## config.mk

```make
export PLATFORM = sky130hd
export DESIGN_NAME = muldiv_seq_flat
export DESIGN_NICKNAME = d
export VERILOG_FILES = /design/src/rtl/muldiv_seq_if.sv /design/src/rtl/muldiv_seq.sv /design/src/flat_wrapper.sv
export SDC_FILE = /design/constraint.sdc
export NUM_CORES = 1
export LEC_CHECK = 0
export CAP_MARGIN = 20
export CORE_ASPECT_RATIO = 1.2
export CORE_MARGIN = 10
export CORE_UTILIZATION = 25
export CTS_CLUSTER_DIAMETER = 200
export DETAILED_ROUTE_END_ITERATION = 8
export GPL_ROUTABILITY_DRIVEN = 1
export HOLD_SLACK_MARGIN = 0.05
export PLACE_DENSITY_LB_ADDON = 0.12
export REMOVE_ABC_BUFFERS = 1
export SLEW_MARGIN = 15
export SYNTH_ARGS = -nofsm -noshare
export SYNTH_HDL_FRONTEND = slang
export SYNTH_SLANG_ARGS = --single-unit
export TNS_END_PERCENT = 10
```

## constraint.sdc

```tcl
create_clock -name clock -period 5.6 [get_ports clock]
set_input_delay 1.68 -clock clock [delete_from_list [all_inputs] [get_ports clock]]
set_output_delay 1.68 -clock clock [all_outputs]
set_load 0.02 [all_outputs]
```

## src/rtl/muldiv_seq_if.sv

```systemverilog
// Bundle between the execute stage, the mul/div issue sequencer and the ALU's multi-cycle units.
interface muldiv_seq_if;
    localparam int unsigned XLEN = 32;
    localparam int unsigned OP_W = 7;
    localparam int unsigned RD_W = 5;

    logic            ex_valid;
    logic [OP_W-1:0] ex_op;
    logic [XLEN-1:0] ex_rs1;
    logic [XLEN-1:0] ex_rs2;
    logic [RD_W-1:0] ex_rd;
    logic            flush;

    logic [OP_W-1:0] alu_op;
    logic [XLEN-1:0] alu_a;
    logic [XLEN-1:0] alu_b;
    logic            mulstart;
    logic            divstart;
    logic            mulvalid;
    logic            divvalid;
    logic [XLEN-1:0] alu_out;

    logic            stall;
    logic            wb_valid;
    logic [RD_W-1:0] wb_rd;
    logic [XLEN-1:0] wb_data;
    logic            timeout_err;

    modport master (
        output ex_valid, ex_op, ex_rs1, ex_rs2, ex_rd, flush,
        output mulvalid, divvalid, alu_out,
        input  alu_op, alu_a, alu_b, mulstart, divstart,
        input  stall, wb_valid, wb_rd, wb_data, timeout_err
    );

    modport slave (
        input  ex_valid, ex_op, ex_rs1, ex_rs2, ex_rd, flush,
        input  mulvalid, divvalid, alu_out,
        output alu_op, alu_a, alu_b, mulstart, divstart,
        output stall, wb_valid, wb_rd, wb_data, timeout_err
    );
endinterface

```

## src/rtl/muldiv_seq.sv

```systemverilog
// Issue/writeback sequencer for the ALU's multi-cycle multiplier and divider.
// Holds op/operands, pulses the unit start, stalls until the result returns.
module muldiv_seq #(
    parameter int unsigned TIMEOUT = 64,
    parameter int unsigned CNT_W   = 7
) (
    input  logic         clock,
    input  logic         rst,
    muldiv_seq_if.slave  md
);
    localparam int unsigned XLEN = 32;
    localparam int unsigned OP_W = 7;
    localparam int unsigned RD_W = 5;

    localparam logic [2:0] S_IDLE  = 3'd0;
    localparam logic [2:0] S_ISSUE = 3'd1;
    localparam logic [2:0] S_WAIT  = 3'd2;
    localparam logic [2:0] S_DONE  = 3'd3;
    localparam logic [2:0] S_DRAIN = 3'd4;

    localparam logic [OP_W-1:0]  OP_NOP   = 7'b0001111;
    localparam logic [XLEN-1:0]  INT_MIN  = 32'h8000_0000;
    localparam logic [XLEN-1:0]  ALL_ONES = 32'hFFFF_FFFF;
    localparam logic [CNT_W-1:0] CNT_LAST = CNT_W'(TIMEOUT - 1);

    logic [2:0]      state_q, state_d;
    logic [OP_W-1:0] op_q,    op_d;
    logic [XLEN-1:0] a_q,     a_d;
    logic [XLEN-1:0] b_q,     b_d;
    logic [RD_W-1:0] rd_q,    rd_d;
    logic [XLEN-1:0] data_q,  data_d;
    logic [CNT_W-1:0] cnt_q,  cnt_d;
    logic            terr_q,  terr_d;

    logic md_req;
    logic ex_is_div;
    logic div_by_zero;
    logic div_overflow;
    logic unit_valid;
    logic cnt_last;

    // Decode of the incoming op and the RISC-V divide special cases.
    assign md_req       = md.ex_valid & ~md.flush &
                          ((md.ex_op[4:3] == 2'b10) | (md.ex_op[4:3] == 2'b11));
    assign ex_is_div    = ~md.ex_op[3];
    assign div_by_zero  = ex_is_div & (md.ex_rs2 == '0);
    assign div_overflow = ex_is_div & ~md.ex_op[0] &
                          (md.ex_rs1 == INT_MIN) & (md.ex_rs2 == ALL_ONES);
    assign unit_valid   = op_q[3] ? md.mulvalid : md.divvalid;
    assign cnt_last     = (cnt_q == CNT_LAST);

    always_comb begin
        state_d = state_q;
        op_d    = op_q;
        a_d     = a_q;
        b_d     = b_q;
        rd_d    = rd_q;
        data_d  = data_q;
        cnt_d   = cnt_q;
        terr_d  = terr_q;

        case (state_q)
            S_IDLE: begin
                if (md_req) begin
                    op_d = md.ex_op;
                    a_d  = md.ex_rs1;
                    b_d  = md.ex_rs2;
                    rd_d = md.ex_rd;
                    if (div_by_zero) begin
                        data_d  = md.ex_op[1] ? md.ex_rs1 : ALL_ONES;
                        state_d = S_DONE;
                    end else if (div_overflow) begin
                        data_d  = md.ex_op[1] ? '0 : INT_MIN;
                        state_d = S_DONE;
                    end else begin
                        state_d = S_ISSUE;
                    end
                end
            end
            S_ISSUE: begin
                cnt_d   = '0;
                state_d = md.flush ? S_DRAIN : S_WAIT;
            end
            S_WAIT: begin
                // A flush that coincides with the result or the deadline has nothing left to drain.
                if (unit_valid) begin
                    data_d  = md.alu_out;
                    state_d = md.flush ? S_IDLE : S_DONE;
                end else if (cnt_last) begin
                    if (md.flush) begin
                        state_d = S_IDLE;
                    end else begin
                        terr_d  = 1'b1;
                        data_d  = '0;
                        state_d = S_DONE;
                    end
                end else begin
                    cnt_d = cnt_q + CNT_W'(1);
                    if (md.flush) begin
                        state_d = S_DRAIN;
                    end
                end
            end
            S_DONE: begin
                state_d = S_IDLE;
            end
            S_DRAIN: begin
                if (unit_valid | cnt_last) begin
                    state_d = S_IDLE;
                end else begin
                    cnt_d = cnt_q + CNT_W'(1);
                end
            end
            default: begin
                state_d = S_IDLE;
            end
        endcase
    end

    always_ff @(posedge clock) begin
        if (rst) begin
            state_q <= S_IDLE;
            op_q    <= OP_NOP;
            a_q     <= '0;
            b_q     <= '0;
            rd_q    <= '0;
            data_q  <= '0;
            cnt_q   <= '0;
            terr_q  <= 1'b0;
        end else begin
            state_q <= state_d;
            op_q    <= op_d;
            a_q     <= a_d;
            b_q     <= b_d;
            rd_q    <= rd_d;
            data_q  <= data_d;
            cnt_q   <= cnt_d;
            terr_q  <= terr_d;
        end
    end

    // Latched op/operands stay on the ALU in every state so its output is stable at valid.
    assign md.alu_op      = op_q;
    assign md.alu_a       = a_q;
    assign md.alu_b       = b_q;
    assign md.mulstart    = (state_q == S_ISSUE) &  op_q[3];
    assign md.divstart    = (state_q == S_ISSUE) & ~op_q[3];
    assign md.stall       = ((state_q == S_IDLE)  & md_req) |
                            (state_q == S_ISSUE) |
                            (state_q == S_WAIT)  |
                            ((state_q == S_DRAIN) & md_req);
    assign md.wb_valid    = (state_q == S_DONE) & ~md.flush;
    assign md.wb_rd       = rd_q;
    assign md.wb_data     = data_q;
    assign md.timeout_err = terr_q;

endmodule

```

## src/flat_wrapper.sv

```systemverilog
// flat-port wrapper written by rule: the top's interface ports become plain ports
module muldiv_seq_flat 
#(
    parameter int unsigned TIMEOUT = 64,
    parameter int unsigned CNT_W   = 7
)
  (clock, rst, md_ex_valid, md_ex_op, md_ex_rs1, md_ex_rs2, md_ex_rd, md_flush, md_mulvalid, md_divvalid, md_alu_out, md_alu_op, md_alu_a, md_alu_b, md_mulstart, md_divstart, md_stall, md_wb_valid, md_wb_rd, md_wb_data, md_timeout_err);
  muldiv_seq_if md_i ();
  input  logic clock;
  input  logic rst;
  input wire logic [$bits(md_i.ex_valid)-1:0] md_ex_valid;
  input wire logic [$bits(md_i.ex_op)-1:0] md_ex_op;
  input wire logic [$bits(md_i.ex_rs1)-1:0] md_ex_rs1;
  input wire logic [$bits(md_i.ex_rs2)-1:0] md_ex_rs2;
  input wire logic [$bits(md_i.ex_rd)-1:0] md_ex_rd;
  input wire logic [$bits(md_i.flush)-1:0] md_flush;
  input wire logic [$bits(md_i.mulvalid)-1:0] md_mulvalid;
  input wire logic [$bits(md_i.divvalid)-1:0] md_divvalid;
  input wire logic [$bits(md_i.alu_out)-1:0] md_alu_out;
  output wire logic [$bits(md_i.alu_op)-1:0] md_alu_op;
  output wire logic [$bits(md_i.alu_a)-1:0] md_alu_a;
  output wire logic [$bits(md_i.alu_b)-1:0] md_alu_b;
  output wire logic [$bits(md_i.mulstart)-1:0] md_mulstart;
  output wire logic [$bits(md_i.divstart)-1:0] md_divstart;
  output wire logic [$bits(md_i.stall)-1:0] md_stall;
  output wire logic [$bits(md_i.wb_valid)-1:0] md_wb_valid;
  output wire logic [$bits(md_i.wb_rd)-1:0] md_wb_rd;
  output wire logic [$bits(md_i.wb_data)-1:0] md_wb_data;
  output wire logic [$bits(md_i.timeout_err)-1:0] md_timeout_err;
  assign md_i.ex_valid = md_ex_valid;
  assign md_i.ex_op = md_ex_op;
  assign md_i.ex_rs1 = md_ex_rs1;
  assign md_i.ex_rs2 = md_ex_rs2;
  assign md_i.ex_rd = md_ex_rd;
  assign md_i.flush = md_flush;
  assign md_i.mulvalid = md_mulvalid;
  assign md_i.divvalid = md_divvalid;
  assign md_i.alu_out = md_alu_out;
  assign md_alu_op = md_i.alu_op;
  assign md_alu_a = md_i.alu_a;
  assign md_alu_b = md_i.alu_b;
  assign md_mulstart = md_i.mulstart;
  assign md_divstart = md_i.divstart;
  assign md_stall = md_i.stall;
  assign md_wb_valid = md_i.wb_valid;
  assign md_wb_rd = md_i.wb_rd;
  assign md_wb_data = md_i.wb_data;
  assign md_timeout_err = md_i.timeout_err;
  muldiv_seq #(.TIMEOUT(TIMEOUT), .CNT_W(CNT_W)) u_core (.clock(clock), .rst(rst), .md(md_i));
endmodule
```

==> out/metrics.json, run 1 <==
{
  "run_status": {
    "run_status": "complete, no violations"
  },
  "clocking": {
    "cts.repair.resized": 0,
    "clk_sinks": 119,
    "ctsLongestPathBuffers": 2,
    "clock-root-buffer": "sky130_fd_sc_hd__clkbuf_16",
    "ctsHoldBuffers": 0,
    "clk_pin_slew_ps": 50,
    "number_of_post_cts_setup_repair_buffers": 0,
    "cts_made_buffers": 17,
    "htreeDepth": 4,
    "clkLatencyLatePin_ps": 410,
    "cts_tree": "yes"
  },
  "timing": {
    "unrepaired_setup_endpoints_after_global_routing": "no",
    "finalMaxSlewViolations": 0,
    "worstMarginPinSlew_ps": 850,
    "hold_violations": 0,
    "fin_worst_skew_ps": 8.68,
    "final.setup.tns_ps": 0,
    "post-route-min-period_ps": 5030,
    "fmax_ghz": 0.199,
    "final-setup-viol-count": 0,
    "relSlewSlack_pct": 43.2,
    "fin_crit_share_pct": 89.8
  },
  "power_and_ir_drop": {
    "clockPowerShare_pct": 49.9,
    "power.switching_fraction_pct": 24.8,
    "worst_ir_drop_vdd_mv": 0.183,
    "power_density_nw_per_um2": 282,
    "p_sw_uw": 570,
    "static-leakage-power_uw": 0.00265,
    "comb_power_share_pct": 11.8,
    "seq_power_share_pct": 38.3,
    "internal-power_uw": 1730
  },
  "synth": {
    "async_reset_ff_share_pct": 0,
    "synthDistinctLibCells": 43,
    "synth_cells": 635,
    "ys_warn_count": 0,
    "synth_edf_count": 0,
    "postSynthRegisterBits": 119,
    "synth_top_flop_cell": "sky130_fd_sc_hd__dfxtp_1",
    "part_of_the_yosys_area_used_for_sequential_elements_pct": 46.7,
    "synthesis.area_sq_um": 5100,
    "synthesis.area_per_instance_sq_um": 8.04
  },
  "drt": {
    "drc": 0,
    "postRouteAntennaNets": 0,
    "drt-wirelength-per-cell_um": 18.6,
    "vias": 5364,
    "drt_iter0_markers": 265,
    "detail_route.wirelength_mm": 20.7,
    "vias_per_cell": 4.82,
    "firstDrtPassIters": 5
  },
  "cells_and_area": {
    "syn2layout_area_growth_pct": 60.1,
    "insertedDiodeCount": 0,
    "post-route-cell-area_sq_um": 8170,
    "layout.cells.most_common": "sky130_fd_sc_hd__clkdlybuf4s50_1",
    "final_nets": 949,
    "top_library_cells_by_usage_in_the_layout_fill_and_taps_aside": "sky130_fd_sc_hd__clkdlybuf4s50_1, sky130_fd_sc_hd__nand2_1, sky130_fd_sc_hd__dfxtp_1",
    "final_layout_size_suffix_gt1_share_pct": 5.55,
    "post-route-util_pct": 40.5
  },
  "setup_path": {
    "crit_path_max_fanout": 5,
    "critPathArrivalTime_ps": 3350,
    "r2r_slack_ps": 3160,
    "timing_worst_setup_path_type": "in -> out",
    "worst-endpoint-required_ps": 3920,
    "worstSetupEndpointType": "output port",
    "start_kind": "input pin"
  },
  "floorplan": {
    "initial_core_utilization_pct": 25.3,
    "design.portCount": 227,
    "dieWidth_um": 150,
    "core.rowCount": 57,
    "design.die.area_sq_um": 26600,
    "die_y_um": 177,
    "placeableCoreArea_sq_um": 20200
  },
  "placement": {
    "place.gp.congestion": 0.828,
    "postPlaceCellArea_sq_um": 7550,
    "portBuffers": 226,
    "dpl.hpwl_mm": 14.9
  },
  "global_route": {
    "grt_use_total_pct": 15.1,
    "grt.overflow.total": 0,
    "antenna_found_initial": 0,
    "wire_length_of_the_first_global_routing_pass_mm": 31.2,
    "grt_pass1_vias": 5371,
    "grt_start_max_net_pins": 77
  },
  "run": {
    "max_cap_viol_count": 0
  },
  "min_path": {
    "worst_hold_path_type": "reg -> reg"
  }
}
-- stage by stage --
stage | instances | setup WS [ps] | power [uW] | hold WS, ps
floorplan | 582 | -486 | 991 | 449
global placement | 1080 | 576 | 1170 | 442
detailed placement | 1080 | 557 | 1170 | 446
CTS | 1112 | 554 | 2340 | 453
global route | 1112 | 458 | 2400 | 472
finish | 1112 | 573 | 2300 | 450
-- final cells by class --
class	instances	area, sq um
fillers	2027	12000
multi-input cells	461	2520
flip-flops and latches	119	2380
repair buffers	233	2310
clock buffers	19	453
well taps	265	332
clock inverters	13	168
inverters	2	7.51
-- cells in the mapped netlist (4+ instances only) --
cell                         n  share of area (%)
sky130_fd_sc_hd__a21oi_1   111                 11
sky130_fd_sc_hd__a22oi_1    32                4.7
sky130_fd_sc_hd__a311oi_1   31                5.3
sky130_fd_sc_hd__clkbuf_1   44                3.2
sky130_fd_sc_hd__dfxtp_1   119                 47
sky130_fd_sc_hd__nand2_1   157                 12
sky130_fd_sc_hd__nand2b_1   32                3.9
sky130_fd_sc_hd__nand3_1     5               0.49
sky130_fd_sc_hd__nand3b_1    6               0.88
sky130_fd_sc_hd__nand4_1     9                1.1
sky130_fd_sc_hd__nor2_1     17                1.3
sky130_fd_sc_hd__nor3_1      4               0.39
sky130_fd_sc_hd__nor4_1     14                1.7
sky130_fd_sc_hd__o21ai_0     5               0.49
sky130_fd_sc_hd__or3_1       4               0.49
sky130_fd_sc_hd__or4_1       5               0.74
-- power by group through the flow --
stage	clock network [uW]	logic, uW	registers, uW
6_report	1150	272	881
5_1_grt	1230	294	883
4_1_cts	1180	277	881
3_5_place_dp	0	275	899
3_3_place_gp	0	274	898
2_1_floorplan	0	68.0	923
-- worst paths after layout --
path | startpoint | to | cells past startpoint
worst max register to register | u_core.cnt_q[2]$_SDFFE_PP0P_ | u_core.md.wb_data[6]$_SDFFE_PP0P_ | 7
worst min-delay path | u_core.md.alu_a[26]$_SDFFE_PP0P_ | u_core.md.alu_a[26]$_SDFFE_PP0P_ | 2
worst max-delay path | md_flush | md_stall | 5
worst min register to register | u_core.md.alu_a[26]$_SDFFE_PP0P_ | u_core.md.alu_a[26]$_SDFFE_PP0P_ | 2
-- cell families after synthesis --
logic type                 count (synthesis)  synth area share [%]
AOI/OAI and AO/OA                        189                  23.2
xor gates and xnor gates                   3                 0.515
adders and majority gates                  1                 0.245
buffers and inverters                     55                  4.56
DFF                                      119                  46.7
muxes                                      1                 0.196
and+or+nand+nor                          267                  24.6
-- routing by layer --
| metal | vias up | routed length [um] | GRT usage (%) |
|---|---|---|---|
| li1 | 2659 | - | - |
| met3 | 17 | 1780 | 5.89 |
| met4 | 0 | 274 | 4.42 |
| met2 | 174 | 10300 | 25.4 |
| met5 | - | 0 | 0 |
| met1 | 2514 | 8320 | 17.3 |
-- critical path, cell delays in order --
cell                              delay, ps
sky130_fd_sc_hd__clkdlybuf4s50_1        470
sky130_fd_sc_hd__nor2_1                 190
sky130_fd_sc_hd__nand3_1                200
sky130_fd_sc_hd__o22ai_1                180
sky130_fd_sc_hd__clkdlybuf4s50_1        630
-- registers in the layout, summed over array words and instances (netlist names) --
signal / count
u_core.md.alu_b: 32
u_core.state_q: 3
u_core.md.alu_op: 7
u_core.md.timeout_err: 1
u_core.cnt_q: 7
u_core.md.wb_data: 32
u_core.md.alu_a: 32
u_core.md.wb_rd: 5
(Power assumes the default switching activity.)
==> run 2, diff against run 1 <==
--- a/config.mk
+++ b/config.mk
@@ -11,9 +11,10 @@
 export CORE_UTILIZATION = 25
 export CTS_CLUSTER_DIAMETER = 200
 export DETAILED_ROUTE_END_ITERATION = 8
+export DONT_BUFFER_PORTS = 1
 export GPL_ROUTABILITY_DRIVEN = 1
 export HOLD_SLACK_MARGIN = 0.05
-export PLACE_DENSITY_LB_ADDON = 0.12
+export PLACE_DENSITY = 0.38
 export REMOVE_ABC_BUFFERS = 1
 export SLEW_MARGIN = 15
 export SYNTH_ARGS = -nofsm -noshare
==> run 2 against run 1 <==
- total power decreased by 11%
- combinational power decreased by 68%
- routed wire length decreased by 7.1%
- setup slack improved by 830 ps
- design area decreased by 28%
- clock skew decreased by 2.6 ps
- fmax increased by 20%
- clock power decreased by 9.6%
- flip-flop and latch count unchanged
- core utilization decreased by 12 points
- first-iteration DRC count decreased by 28%
- largest power group unchanged
- highest routed layer is now met5
==> out/metrics.json, run 2 (same netlist as run 1, synthesis figures left out) <==
{
  "setup_path": {
    "timing.rr.end": "u_core.md.wb_data[6]$_SDFFE_PP0P_",
    "start_kind": "input pin",
    "crit_slowest_cell": "sky130_fd_sc_hd__nor3b_1",
    "rr_worst_depth": {"value": 7, "change": "unchanged"},
    "r2r_slack": {"value": 2850, "unit": "ps", "change": "-310 ps"},
    "worstSetupEndpointType": "output port",
    "worst-endpoint-required": {"value": 3920, "unit": "ps", "change": "about the same"},
    "critPathBufInv": {"value": 0, "change": "-2"},
    "rr_startpoint": "u_core.md.alu_op[3]$_SDFFE_PP1P_",
    "worstPathCellList": "nor2b_1 -> nor3b_1",
    "critical_path_depth": {"value": 2, "change": "-3"},
    "worst_path_largest_cell_delay": {"value": 670, "unit": "ps", "change": "+40 ps"},
    "critPathArrivalTime": {"value": 2520, "unit": "ps", "change": "-830 ps"},
    "timing_worst_setup_path_type": "in -> out",
    "crit_path_max_fanout": {"value": 5, "change": "unchanged"},
    "crit_family": "simple AND/OR/NAND/NOR gates"
  },
  "timing": {
    "final-setup-viol-count": {"value": 0, "change": "unchanged"},
    "setup_slack": {"value": 1400, "unit": "ps", "change": "+831 ps"},
    "worstMarginPinSlew": {"value": 1000, "unit": "ps", "change": "+151 ps"},
    "unrepaired_setup_endpoints_after_global_routing": "no",
    "finalMaxSlewViolations": {"value": 0, "change": "unchanged"},
    "hold_violations": {"value": 0, "change": "unchanged"},
    "relSlewSlack": {"value": 32.6, "unit": "%", "change": "-11 points"},
    "post-route-min-period": {"value": 4200, "unit": "ps", "change": "-831 ps"},
    "fmax": {"value": 0.238, "unit": "GHz", "change": "+20%"},
    "fin_crit_share": {"value": 74.9, "unit": "%", "change": "-15 points"},
    "fin_worst_skew": {"value": 6.09, "unit": "ps", "change": "-2.59 ps"}
  },
  "global_route": {
    "antenna_found_initial": {"value": 1, "change": "+1"},
    "grt_start_max_net_pins": {"value": 117, "change": "+52%"},
    "grt_use_total": {"value": 13.9, "unit": "%", "change": "-1.2 points"},
    "grt.overflow.total": {"value": 0, "change": "unchanged"},
    "wire_length_of_the_first_global_routing_pass": {"value": 28.2, "unit": "mm", "change": "-9.7%"},
    "grt_pass1_vias": {"value": 4362, "change": "-19%"}
  },
  "min_path": {
    "hold_path.startpoint": "u_core.cnt_q[6]$_SDFFE_PP0P_",
    "hold_depth": {"value": 1, "change": "-1"},
    "hold_path_endpoint": "u_core.cnt_q[6]$_SDFFE_PP0P_",
    "worst_hold_path_type": "reg -> reg"
  },
  "floorplan": {
    "placeableCoreArea": {"value": 20200, "unit": "sq um", "change": "unchanged"},
    "die_y": {"value": 177, "unit": "um", "change": "unchanged"},
    "design.die.area": {"value": 26600, "unit": "sq um", "change": "unchanged"},
    "core.rowCount": {"value": 57, "change": "unchanged"},
    "initial_core_utilization": {"value": 25.3, "unit": "%", "change": "unchanged"},
    "dieWidth": {"value": 150, "unit": "um", "change": "unchanged"},
    "design.portCount": {"value": 227, "change": "unchanged"}
  },
  "cells_and_area": {
    "final_nets": {"value": 723, "change": "-24%"},
    "top_library_cells_by_usage_in_the_layout_fill_and_taps_aside": "sky130_fd_sc_hd__nand2_1, sky130_fd_sc_hd__dfxtp_1, sky130_fd_sc_hd__a21oi_1",
    "post-route-cell-area": {"value": 5850, "unit": "sq um", "change": "-28%"},
    "fin_cells": {"value": 886, "change": "-20%"},
    "layout.cells.most_common": "sky130_fd_sc_hd__nand2_1",
    "final_layout_size_suffix_gt1_share": {"value": 6.60, "unit": "%", "change": "+1.1 points"},
    "insertedDiodeCount": {"value": 0, "change": "unchanged"},
    "post-route-util": {"value": 29.0, "unit": "%", "change": "-12 points"},
    "syn2layout_area_growth_pct": 14.6
  },
  "drt": {
    "detail_route.wirelength": {"value": 19.2, "unit": "mm", "change": "-7.1%"},
    "drc": {"value": 0, "change": "unchanged"},
    "vias_per_cell": {"value": 5.14, "change": "+6.6%"},
    "vias": {"value": 4557, "change": "-15%"},
    "drt-wirelength-per-cell": {"value": 21.7, "unit": "um", "change": "+17%"},
    "drt_iter0_markers": {"value": 192, "change": "-28%"},
    "postRouteAntennaNets": {"value": 0, "change": "unchanged"},
    "firstDrtPassIters": {"value": 6, "change": "+1"}
  },
  "placement": {
    "postPlaceCellArea": {"value": 5300, "unit": "sq um", "change": "-30%"},
    "portBuffers": {"value": 0, "change": "-100%"},
    "post-place-ws": {"value": 1090, "unit": "ps", "change": "+534 ps"},
    "dpl.hpwl": {"value": 14.0, "unit": "mm", "change": "-5.8%"},
    "place.gp.congestion": {"value": 0.748, "change": "-9.6%"},
    "numPlacedInstances": {"value": 854, "change": "-21%"}
  },
  "clocking": {
    "clk_sinks": {"value": 119, "change": "unchanged"},
    "ctsHoldBuffers": {"value": 0, "change": "unchanged"},
    "clk_pin_slew": {"value": 50, "unit": "ps", "change": "about the same"},
    "cts_tree": "yes",
    "clkLatencyLatePin": {"value": 410, "unit": "ps", "change": "about the same"},
    "htreeDepth": {"value": 4, "change": "unchanged"},
    "cts.repair.resized": {"value": 0, "change": "unchanged"},
    "cts_made_buffers": {"value": 17, "change": "unchanged"},
    "clock-root-buffer": "sky130_fd_sc_hd__clkbuf_16",
    "number_of_post_cts_setup_repair_buffers": {"value": 0, "change": "unchanged"},
    "ctsLongestPathBuffers": {"value": 2, "change": "unchanged"}
  },
  "run_status": {
    "run_status": "complete, no violations"
  },
  "run": {
    "max_cap_viol_count": {"value": 0, "change": "unchanged"}
  },
  "power_and_ir_drop": {
    "power_density": {"value": 349, "unit": "nW/um^2", "change": "+24%"},
    "static-leakage-power": {"value": 0.00179, "unit": "uW", "change": "-32%"},
    "worst_ir_drop_vdd": {"value": 0.191, "unit": "mV", "change": "+4.3%"}
  }
}
-- run 2: layout make-up --
class | count | area [sq um]
timing repair buffer | 7 | 65.1
multi-input combinational | 461 | 2510
tap | 265 | 332
clock inverter | 10 | 105
sequential | 119 | 2380
clock buffer | 22 | 444
fill | 2161 | 14300
inverter | 2 | 7.51
-- run 2: where the power goes --
group / switching (uW) / internal, uW / total (uW)
clock: 394 / 649 / 1040
combinational: 55.4 / 32.7 / 88.1
sequential: 43.0 / 869 / 912
total: 492 / 1550 / 2040
-- run 2: routing by layer --
metal	wire, um	global-route usage, %	vias up
met2	9150	22.0	169
li1	-	-	2210
met5	13	0	-
met3	2210	6.94	19
met1	7490	15.7	2157
met4	333	5.15	2
-- run 2: worst max path at each step --
stage	start	slack (ps)	end
6_report	md_flush	1400	md_wb_valid
5_1_grt	md_ex_rs1[16]	1350	u_core.md.wb_data[8]$_SDFFE_PP0P_
4_1_cts	md_flush	1370	md_wb_valid
3_5_place_dp	md_ex_rs1[16]	1090	u_core.md.wb_data[6]$_SDFFE_PP0P_
3_3_place_gp	md_ex_rs1[16]	1180	u_core.md.wb_data[16]$_SDFFE_PP0P_
2_1_floorplan	md_flush	-490	u_core.md.wb_data[0]$_SDFFE_PP0P_
-- run 2: stage by stage --
stage / setup TNS, ps / hold WS (ps) / power (uW)
after floorplan: -50050 / 449 / 991
after global placement: 0 / 462 / 1020
after detailed placement: 0 / 466 / 1020
after CTS: 0 / 474 / 2080
after global routing: 0 / 487 / 2130
final: 0 / 474 / 2040
==> run 3, diff against run 2 <==
--- a/config.mk
+++ b/config.mk
@@ -14,7 +14,7 @@
 export DONT_BUFFER_PORTS = 1
 export GPL_ROUTABILITY_DRIVEN = 1
 export HOLD_SLACK_MARGIN = 0.05
-export PLACE_DENSITY = 0.38
+export PLACE_DENSITY = 0.4
 export REMOVE_ABC_BUFFERS = 1
 export SLEW_MARGIN = 15
 export SYNTH_ARGS = -nofsm -noshare
==> constraint.sdc (replaced) <==
create_clock -name clock -period 3.7 [get_ports clock]
set_input_delay 1.11 -clock clock [delete_from_list [all_inputs] [get_ports clock]]
set_output_delay 1.11 -clock clock [all_outputs]
set_load 0.02 [all_outputs]
==> run 3 against run 2 <==
- flip-flop and latch count unchanged
- non-clock buffer count grew 2
- sequential share of layout area is 0.84 points lower
- cell count is 0.34% higher
- design area rose by 2.1%
- highest routed layer unchanged
- total power up 61%
- critical path type unchanged
- hold slack gained 1.3 ps
- register-to-register slack worse by 1900 ps
- clock-buffer cell count decreased by 5
- critical path depth is 1 higher
- core utilization increased by 0.61 points
==> out/metrics.json, run 3 (same netlist as run 1, synthesis figures left out) <==
{
  "drt": {
    "vias_per_cell": {"value": 5.14, "change": "-0.12%"},
    "detail_route.wirelength": {"value": 19.8, "unit": "mm", "change": "+3.2%"},
    "drt_iter0_markers": {"value": 218, "change": "+14%"},
    "drc": {"value": 0, "change": "unchanged"},
    "firstDrtPassIters": {"value": 4, "change": "-2"},
    "drt-wirelength-per-cell": {"value": 22.3, "unit": "um", "change": "+2.9%"},
    "vias": {"value": 4567, "change": "+0.22%"},
    "postRouteAntennaNets": {"value": 0, "change": "unchanged"}
  },
  "min_path": {
    "hold_depth": {"value": 1, "change": "unchanged"},
    "worst_hold_path_type": "reg -> reg"
  },
  "clocking": {
    "ctsHoldBuffers": {"value": 0, "change": "unchanged"},
    "cts_tree": "yes",
    "clock-root-buffer": "sky130_fd_sc_hd__clkbuf_16",
    "clkLatencyLatePin": {"value": 420, "unit": "ps", "change": "about the same"},
    "cts_made_buffers": {"value": 17, "change": "unchanged"},
    "ctsLongestPathBuffers": {"value": 2, "change": "unchanged"},
    "cts.repair.resized": {"value": 0, "change": "unchanged"},
    "htreeDepth": {"value": 4, "change": "unchanged"},
    "number_of_post_cts_setup_repair_buffers": {"value": 0, "change": "unchanged"},
    "clk_pin_slew": {"value": 50, "unit": "ps", "change": "about the same"},
    "clk_sinks": {"value": 119, "change": "unchanged"}
  },
  "setup_path": {
    "start_kind": "input pin",
    "worstSetupEndpointType": "output port",
    "crit_family": "compound AO/OA/AOI/OAI gates",
    "r2r_slack": {"value": 990, "unit": "ps", "change": "-1860 ps"},
    "rr_worst_depth": {"value": 8, "change": "+1"},
    "critPathArrivalTime": {"value": 2010, "unit": "ps", "change": "-510 ps"},
    "timing_worst_setup_path_type": "in -> out",
    "rr_startpoint": "u_core.cnt_q[0]$_SDFFE_PP0P_",
    "startpoint": "md_flush",
    "worst_path_largest_cell_delay": {"value": 510, "unit": "ps", "change": "-160 ps"},
    "critical_path_depth": {"value": 3, "change": "+1"},
    "critPathBufInv": {"value": 0, "change": "unchanged"},
    "crit_path_max_fanout": {"value": 5, "change": "unchanged"},
    "crit_slowest_cell": "sky130_fd_sc_hd__o22ai_1",
    "timing.rr.end": "u_core.md.wb_data[20]$_SDFFE_PP0P_",
    "worstPathCellList": "nor2_1 -> nand3_1 -> o22ai_1",
    "worst-endpoint-required": {"value": 2590, "unit": "ps", "change": "-1330 ps"},
    "endpoint": "md_stall"
  },
  "timing": {
    "fin_crit_share_pct": 84.4,
    "finalMaxSlewViolations": {"value": 0, "change": "unchanged"},
    "hold_violations": {"value": 0, "change": "unchanged"},
    "final-setup-viol-count": {"value": 0, "change": "unchanged"},
    "worstMarginPinSlew": {"value": 779, "unit": "ps", "change": "-223 ps"},
    "post-route-min-period_ps": 3120,
    "setup_slack": {"value": 578, "unit": "ps", "change": "-826 ps"},
    "fin_worst_skew": {"value": 9.61, "unit": "ps", "change": "+3.52 ps"},
    "final.setup.tns": {"value": 0, "unit": "ps", "change": "unchanged"},
    "relSlewSlack": {"value": 47.9, "unit": "%", "change": "+15 points"},
    "finalHoldWorstSlack": {"value": 475, "unit": "ps", "change": "+1.31 ps"},
    "fmax_ghz": 0.320,
    "unrepaired_setup_endpoints_after_global_routing": "no"
  },
  "cells_and_area": {
    "layout.cells.most_common": "sky130_fd_sc_hd__nand2_1",
    "post-route-cell-area": {"value": 5970, "unit": "sq um", "change": "+2.1%"},
    "syn2layout_area_growth_pct": 17.0,
    "top_library_cells_by_usage_in_the_layout_fill_and_taps_aside": "sky130_fd_sc_hd__nand2_1, sky130_fd_sc_hd__dfxtp_1, sky130_fd_sc_hd__a21oi_1",
    "final_layout_size_suffix_gt1_share": {"value": 7.70, "unit": "%", "change": "+1.1 points"},
    "final_nets": {"value": 725, "change": "+0.28%"}
  },
  "placement": {
    "portBuffers": {"value": 0, "change": "unchanged"},
    "postPlaceCellArea": {"value": 5340, "unit": "sq um", "change": "+0.76%"},
    "post-place-ws": {"value": 307, "unit": "ps", "change": "-783 ps"},
    "dpl.hpwl": {"value": 14.3, "unit": "mm", "change": "+1.9%"},
    "place.gp.congestion": {"value": 0.767, "change": "+2.6%"}
  },
  "global_route": {
    "grt_pass1_vias": {"value": 4706, "change": "+7.9%"},
    "grt_use_total": {"value": 14.6, "unit": "%", "change": "+0.64 points"},
    "antenna_found_initial": {"value": 2, "change": "+1"},
    "grt.overflow.total": {"value": 0, "change": "unchanged"},
    "wire_length_of_the_first_global_routing_pass": {"value": 29.6, "unit": "mm", "change": "+4.9%"},
    "grt_start_max_net_pins": {"value": 117, "change": "unchanged"}
  },
  "floorplan": {
    "die_y": {"value": 177, "unit": "um", "change": "unchanged"},
    "placeableCoreArea": {"value": 20200, "unit": "sq um", "change": "unchanged"},
    "dieWidth": {"value": 150, "unit": "um", "change": "unchanged"},
    "core.rowCount": {"value": 57, "change": "unchanged"},
    "design.portCount": {"value": 227, "change": "unchanged"},
    "initial_core_utilization": {"value": 25.3, "unit": "%", "change": "unchanged"},
    "design.die.area": {"value": 26600, "unit": "sq um", "change": "unchanged"}
  },
  "power_and_ir_drop": {
    "static-leakage-power": {"value": 0.00184, "unit": "uW", "change": "+2.5%"},
    "power_density": {"value": 551, "unit": "nW/um^2", "change": "+58%"},
    "worst_ir_drop_vdd": {"value": 0.298, "unit": "mV", "change": "+56%"}
  },
  "run_status": {
    "run_status": "complete, no violations"
  },
  "run": {
    "max_cap_viol_count": {"value": 0, "change": "unchanged"}
  }
}
run 3: worst min-delay path by stage:
stage	slack, ps	from	end
detailed placement	470	u_core.cnt_q[6]$_SDFFE_PP0P_	u_core.cnt_q[6]$_SDFFE_PP0P_
finish	470	u_core.cnt_q[6]$_SDFFE_PP0P_	u_core.cnt_q[6]$_SDFFE_PP0P_
CTS	480	u_core.cnt_q[6]$_SDFFE_PP0P_	u_core.cnt_q[6]$_SDFFE_PP0P_
floorplan	450	u_core.cnt_q[6]$_SDFFE_PP0P_	u_core.cnt_q[6]$_SDFFE_PP0P_
global placement	460	u_core.cnt_q[6]$_SDFFE_PP0P_	u_core.cnt_q[6]$_SDFFE_PP0P_
global route	490	u_core.cnt_q[6]$_SDFFE_PP0P_	u_core.cnt_q[6]$_SDFFE_PP0P_
run 3: worst reg2reg max path, stage by stage, from the launching register on:
cell and delay [ps]:
sky130_fd_sc_hd__dfxtp_1 380, sky130_fd_sc_hd__ha_1 220, sky130_fd_sc_hd__nand2b_1 120, sky130_fd_sc_hd__o31ai_1 220, sky130_fd_sc_hd__nand2_1 200, sky130_fd_sc_hd__a21boi_4 520, sky130_fd_sc_hd__buf_4 510, sky130_fd_sc_hd__a21oi_1 160
sky130_fd_sc_hd__a311oi_1 270
run 3: cell type report:
class                           count  area, sq um
Timing Repair Buffer                9          105
Multi-Input combinational cell    461         2510
Clock buffer                       17          425
Clock inverter                     15          204
Fill cell                        2166        14200
Tap cell                          265          332
Sequential cell                   119         2380
Antenna cell                        1         2.50
Inverter                            2         7.51
run 3: power breakdown:
part	internal, uW	leakage [uW]	switching, uW
sequential	1310	0.000964	65.7
combinational	50.4	0.000579	85.4
clock	1130	0.000295	646
run 3: through the flow:
step	power (uW)	utilization, %	std cells
floorplan	1500	-	582
global placement	1540	26.5	856
detailed placement	1550	26.5	856
CTS	3350	29.6	888
global route	3420	29.6	888
finish	3290	29.6	889
run 3: layer usage:
layer | GRT usage, % | part of all wire, % | up-vias
li1 | - | - | 2225
met1 | 15.7 | 38 | 2131
met2 | 24.0 | 49 | 184
met4 | 6.37 | 2.4 | 2
met5 | 0 | 0.096 | -
met3 | 6.56 | 11 | 25
